`src/rtl/countdown_timer.sv`:
```
// Countdown timer: synchronized start/pause and load buttons, 1-tick-per-TICK_DIV prescaler,
// and a WIDTH-bit down-counter that feeds the two-digit hex display stage.
module countdown_timer #(
    parameter int WIDTH       = 6,
    parameter int TICK_DIV    = 50_000_000,
    parameter int SYNC_STAGES = 2
) (
    input  logic             clk,
    input  logic             reset,
    input  logic             start_btn,
    input  logic             load_btn,
    input  logic [WIDTH-1:0] load_val,
    output logic [WIDTH-1:0] count,
    output logic             running,
    output logic             done,
    output logic             done_pulse
);

    // state | meaning
    // IDLE  | holding count, waiting for start or load
    // RUN   | prescaler counting, count decrements on each tick
    // PAUSE | count and prescaler frozen
    // DONE  | count reached zero, start reloads from the reload register
    typedef enum logic [1:0] {IDLE, RUN, PAUSE, DONE} state_t;

    localparam int            PW        = $clog2(TICK_DIV);
    localparam logic [PW-1:0] PRESC_MAX = PW'(TICK_DIV - 1);

    state_t                 state_q, state_d;
    logic [WIDTH-1:0]       count_q, count_d;
    logic [WIDTH-1:0]       reload_q, reload_d;
    logic [PW-1:0]          presc_q, presc_d;
    logic [SYNC_STAGES-1:0] start_sync_q, load_sync_q;
    logic                   start_prev_q, load_prev_q;
    logic                   running_q, done_q, done_pulse_q;
    logic                   start_ev, load_ev, tick, enter_done;

    assign start_ev = start_sync_q[SYNC_STAGES-1] & ~start_prev_q;
    assign load_ev  = load_sync_q[SYNC_STAGES-1] & ~load_prev_q;
    assign tick     = (state_q == RUN) && (presc_q == PRESC_MAX);

    always_comb begin
        state_d    = state_q;
        count_d    = count_q;
        reload_d   = reload_q;
        enter_done = 1'b0;
        case (state_q)
            IDLE: begin
                if (load_ev) begin
                    count_d  = load_val;
                    reload_d = load_val;
                end else if (start_ev) begin
                    if (count_q != '0) begin
                        state_d = RUN;
                    end else begin
                        state_d    = DONE;
                        enter_done = 1'b1;
                    end
                end
            end
            RUN: begin
                if (load_ev) begin
                    count_d  = load_val;
                    reload_d = load_val;
                    state_d  = IDLE;
                end else if (start_ev) begin
                    state_d = PAUSE;
                end else if (tick) begin
                    if (count_q > WIDTH'(1)) begin
                        count_d = count_q - 1'b1;
                    end else begin
                        count_d    = '0;
                        state_d    = DONE;
                        enter_done = 1'b1;
                    end
                end
            end
            PAUSE: begin
                if (load_ev) begin
                    count_d  = load_val;
                    reload_d = load_val;
                    state_d  = IDLE;
                end else if (start_ev) begin
                    state_d = RUN;
                end
            end
            DONE: begin
                count_d = '0;
                if (load_ev) begin
                    count_d  = load_val;
                    reload_d = load_val;
                    state_d  = IDLE;
                end else if (start_ev) begin
                    count_d = reload_q;
                    if (reload_q != '0) begin
                        state_d = RUN;
                    end else begin
                        enter_done = 1'b1;
                    end
                end
            end
            default: state_d = IDLE;
        endcase
    end

    // The cycle that pauses does not advance the prescaler, so a pending tick survives the pause.
    always_comb begin
        presc_d = '0;
        if (state_q == RUN && state_d == RUN) begin
            presc_d = tick ? '0 : presc_q + 1'b1;
        end else if (state_d == PAUSE || (state_q == PAUSE && state_d == RUN)) begin
            presc_d = presc_q;
        end
    end

    always_ff @(posedge clk or negedge reset) begin
        if (!reset) begin
            state_q      <= IDLE;
            count_q      <= '1;
            reload_q     <= '1;
            presc_q      <= '0;
            start_sync_q <= '0;
            load_sync_q  <= '0;
            start_prev_q <= 1'b0;
            load_prev_q  <= 1'b0;
            running_q    <= 1'b0;
            done_q       <= 1'b0;
            done_pulse_q <= 1'b0;
        end else begin
            state_q      <= state_d;
            count_q      <= count_d;
            reload_q     <= reload_d;
            presc_q      <= presc_d;
            start_sync_q <= {start_sync_q[SYNC_STAGES-2:0], start_btn};
            load_sync_q  <= {load_sync_q[SYNC_STAGES-2:0], load_btn};
            start_prev_q <= start_sync_q[SYNC_STAGES-1];
            load_prev_q  <= load_sync_q[SYNC_STAGES-1];
            running_q    <= (state_d == RUN);
            done_q       <= (state_d == DONE);
            done_pulse_q <= enter_done;
        end
    end

    assign count      = count_q;
    assign running    = running_q;
    assign done       = done_q;
    assign done_pulse = done_pulse_q;

endmodule
```
`config.mk`:
```
export PLATFORM = sky130hd
export DESIGN_NAME = countdown_timer
export DESIGN_NICKNAME = d
export VERILOG_FILES = /design/src/rtl/countdown_timer.sv
export SDC_FILE = /design/constraint.sdc
export NUM_CORES = 1
export LEC_CHECK = 0
export ABC_AREA = 1
export CORE_MARGIN = 5
export CORE_UTILIZATION = 45
export CTS_CLUSTER_DIAMETER = 40
export DETAILED_ROUTE_END_ITERATION = 7
export PLACE_DENSITY = 0.63
export SLEW_MARGIN = 30
export SYNTH_ARGS = -nofsm -noshare
export SYNTH_HDL_FRONTEND = slang
export SYNTH_SLANG_ARGS = --single-unit
```
`constraint.sdc`:
```
create_clock -name clk -period 4.9 [get_ports clk]
set_input_delay 1.47 -clock clk [delete_from_list [all_inputs] [get_ports clk]]
set_output_delay 1.47 -clock clk [all_outputs]
set_load 0.05 [all_outputs]
```
* After elaboration in Yosys (flattened, before gate mapping)
Index checks and enable logic that the tools add are counted.
** Operators by class
- Add/sub/neg operators :: 2
- $lt $le $gt $ge :: 1
- Eq/ne operators :: 12
- Mux-type cells :: 36
- Bitwise logic cells :: 4
- Reduce and logical (&&, ||, !) cells :: 10
** Operator list (number)
- $mux 26 :: 3
- $mux 6 :: 8
- $add 26x1->26 const B :: 1
- $eq 26x26->1 const B :: 1
- $mux 2 :: 12
- $pmux 6 s3 :: 1
- $reduce_bool 6->1 :: 2
- $mux 1 :: 10
- $eq 2x2->1 const B :: 4
- $pmux 2 s4 :: 1
- $gt 6x1->1 const B :: 1
- $ne 3x3->1 const B :: 2
- $sub 6x1->6 const B :: 1
- $eq 2x1->1 const B :: 2
- $ne 2x1->1 const B :: 2
- $reduce_or 4->1 :: 1
- $logic_and 1x1->1 :: 3
- $pmux 1 s3 :: 1
- $reduce_and 3->1 :: 1
- $and 1x1->1 :: 2
- $logic_not 2->1 :: 1
- $ne 2x2->1 const B :: 1
- $not 1->1 :: 2
- $reduce_or 2->1 :: 1
- $logic_or 1x1->1 :: 1
** Storage, ports and cells
- Flip-flop bits (word level) :: 49
- Bits of input ports :: 10
- Output and inout port bits :: 9

* Longest topological paths before layout
- Depth after elaboration :: 11
- Depth in mapped cells :: 14
- Depth with buffers taken out :: 13

* Worst setup path before layout
Ideal clock, no wire load.
- Path kind :: reg2out
- From :: register count_q[2] (netlist: count[2])
- To :: output count[2]
- Arrival :: 688 ps
- Path slack :: 2742 ps
- Stages on the path, launching flop included :: 1
- Buffers on the path :: 0
- Cells stage by stage :: dfstp_2
** RTL lines
- from (decl) :: RTL line 30 : logic [WIDTH-1:0] count_q, count_d;
- from (signal assigned) :: RTL line 131 : count_q <= count_d;
- to (decl) :: RTL line 13 : output logic [WIDTH-1:0] count,
No word-level cell between the ends.

* Final worst setup path
- From :: register count_q[0] (netlist: count[0])
- To :: output count[0]
No word-level cell between the ends.

==> key figures <==
Route
  – DRC: 0
  – Total wire length: between 7 and 8 mm
  – Drt wl/cell: roughly 14 um
  – Vias per Instance: 5.24
  – Routed Antenna Nets: 0
  – Vias: 3028
  – 1st-iter DRT viols: approximately 110
  – Pre-antenna DRT Iters: 5

Clocking
  – Resized cells post-CTS: 0
  – # clock sinks: 49
  – Clock Path Buffers: 2
  – CTS tree: yes
  – Skew-Pair Late Insertion Delay: between 0.3 and 0.4 ns
  – Hold Buf Count CTS: 0
  – Clock transition at the registers of the reported paths: about 0.1 ns
  – Clock root buffer: clkbuf_8
  – H-tree levels: 2
  – Post-CTS setup buffer count: 0
  – CTS buffer count: 5

STA
  – Tcrit/Tclk final: between 60% and 70%
  – RSZ-0062 raised after global routing: no
  – Setup tns final: 0 ns
  – Clk_skew: between 0.01 and 0.015 ns
  – Pin slew with the least headroom to its limit: 0.767 ns
  – Fin crit period: about 3.2 ns
  – Fmax: around 320 MHz
  – Fin. max-slew vios: 0
  – Hold Vio Cnt, Final: 0
  – Worst slew margin: between 40% and 50%
  – Final setup margin: about 1.7 ns
  – Finish-stage setup viols: 0

Final layout
  – Layout cells sized above 1: between 8 and 9%
  – P&R area growth vs syn: 9.39%
  – N_diodes: 0
  – Most frequent cells in the layout: nand2_1 (101), inv_1 (57), nor2_1 (56)
  – Final instance area: 3690 um^2
  – # nets final: ~500
  – Most common cell after layout, fill and taps aside: nand2_1

Power
  – Maximum VDD drop: ~0.2 mV
  – Total power per unit cell area: 451 nW/um^2
  – Leakage: approximately 1.8 nW

Global routing
  – Global-route wire length before repair: approximately 14 mm
  – Number of global-route vias before repair: 2933
  – Initial antenna violation count: 0
  – GRT Resource Usage Total: between 10% and 20%
  – Total grt overflow: 0
  – Largest net degree at the start of global routing: 50

Setup path
  – Cell Chain, Critical Path: clkdlybuf4s50_1
  – Largest delay share family, worst path: buffers and inverters
  – CP Max Fanout: 4
  – Worst R2R Start: state_q[1]
  – Crit path launch type: register
  – Worst reg2reg path depth: 9
  – Buf/Inv on CP: 1
  – FF-to-FF End: presc_q[3]
  – Slowest stage delay, CP: between 0.8 and 0.9 ns
  – Flop2flop setup slack: ~2.4 ns
  – Worst path slowest cell: clkdlybuf4s50_1
  – Worst EP arrival: about 1.7 ns
  – Worst Setup End Kind: output port
  – Req. time, crit path: approximately 3.4 ns
  – Setup Crit Path Kind: register to output port

Yosys
  – Yosys reg bits: 49
  – Yosys warns: 0
  – Post-synth cell types: 31
  – Sequential share of the synthesized area: a little under two fifths
  – Post-Syn Area: 3370 um^2
  – Syn avg cell area: between 7 and 8 um^2
  – Mapped Nets: around 490
  – Synthesized instance count: between 400 and 500

Flow run
  – Max_cap viols: 0

Placed design
  – Routability cong.: roughly 0.86
  – DP Area: between 3000 and 4000 um^2
  – Buffers added on ports: 18
  – Pre-CTS setup slack: 2.08 ns
  – DP HPWL: 5.61 mm

Die
  – Die width: around 97 um
  – I/O pin count: 19
  – Initial Util: 46.5%
  – Row count: 31
  – Core ar.: a little over 7000 um^2
  – Chip height: 96.5 um
  – Die Area: between 9000 and 10000 um^2

Hold path
  – Min-delay src: start_sync_q[0]
  – Min-Delay Path Depth: 0
  – WHS Endpoint: start_sync_q[1]
  – Worst Hold Class: register to register

Outcome
  – Status: finished, final reports clean
-- sequential cells by signal, summed over array words and instances (netlist names) --
| register | count |
|---|---|
| count | 6 |
| done | 1 |
| done_pulse | 1 |
| load_prev_q | 1 |
| load_sync_q | 2 |
| presc_q | 26 |
| reload_q | 6 |
| running | 1 |
| start_prev_q | 1 |
| start_sync_q | 2 |
| state_q | 2 |
-- kinds of logic (layout without fill, tap and decap cells) --
group | after synthesis | after routing | share of synthesized area [%]
AO/OA/AOI/OAI | 41 | 41 | 7.24
XOR/XNOR | 26 | 26 | 6.76
adder cells (fa/ha/maj) | 8 | 8 | 2.97
buffers and inverters | 83 | 93 | 10.6
flip-flops | 49 | 49 | 36.8
AND/OR/NAND/NOR | 262 | 262 | 35.6
-- stage by stage --
stage / std cells / power, mW / hold slack, ns / util [%]
2_1_floorplan: 469 / 1.19 / 0.331 / -
3_3_place_gp: 570 / 1.36 / 0.333 / 49.2
3_5_place_dp: 570 / 1.37 / 0.340 / 49.2
4_1_cts: 578 / 1.68 / 0.365 / 50.8
5_1_grt: 578 / 1.78 / 0.379 / 50.8
6_report: 578 / 1.66 / 0.360 / 50.8
-- per-layer routing --
layer	GRT usage, %	vias up	wire length, um
li1	-	1544	-
met1	25.8	1421	3620
met2	33.0	54	3940
met3	2.56	9	309
met4	5.14	0	108
met5	0	-	0
-- synthesized netlist by cell type (all sizes together) --
library cell / n / share of area, %
xor2: 18 / 4.7
clkbuf: 4 / 0.45
nand4: 36 / 6.7
nor4: 1 / 0.19
a21oi: 11 / 2.0
xnor2: 8 / 2.1
o221ai: 4 / 1.0
a21boi: 1 / 0.22
dfrtp: 37 / 27
nand3: 45 / 7.2
ha: 8 / 3.0
nand2: 108 / 13
nor2: 58 / 6.8
nor3: 14 / 2.1
a31oi: 2 / 0.37
dfstp: 12 / 9.4
o21ai: 20 / 3.0
buf: 14 / 2.9
o211ai: 3 / 0.67
inv: 65 / 7.2
-- cell type report --
class	instances	area [um^2]
Fill cell	748	3570
Multi-Input combinational cell	337	1770
Sequential cell	49	1240
Inverter	65	244
Timing Repair Buffer	20	190
Tap cell	99	124
Clock buffer	5	68.8
Clock inverter	3	46.3
-- worst max-delay path by stage --
stage	from	end	slack (ns)	cells past startpoint
global route	count[0]	count[0]	1.68	1
finish	count[0]	count[0]	1.74	1
floorplan	count[2]	count[2]	2.74	0
CTS	count[0]	count[0]	1.73	1
detailed placement	count[4]	count[4]	2.08	1
global placement	count[0]	count[0]	2.09	1
-- power breakdown --
group	total [mW]	switching (mW)	internal [mW]
logic	0.845	0.615	0.230
clock network	0.297	0.144	0.153
registers	0.520	0.0405	0.479
Power figures use the tool's default switching activity.
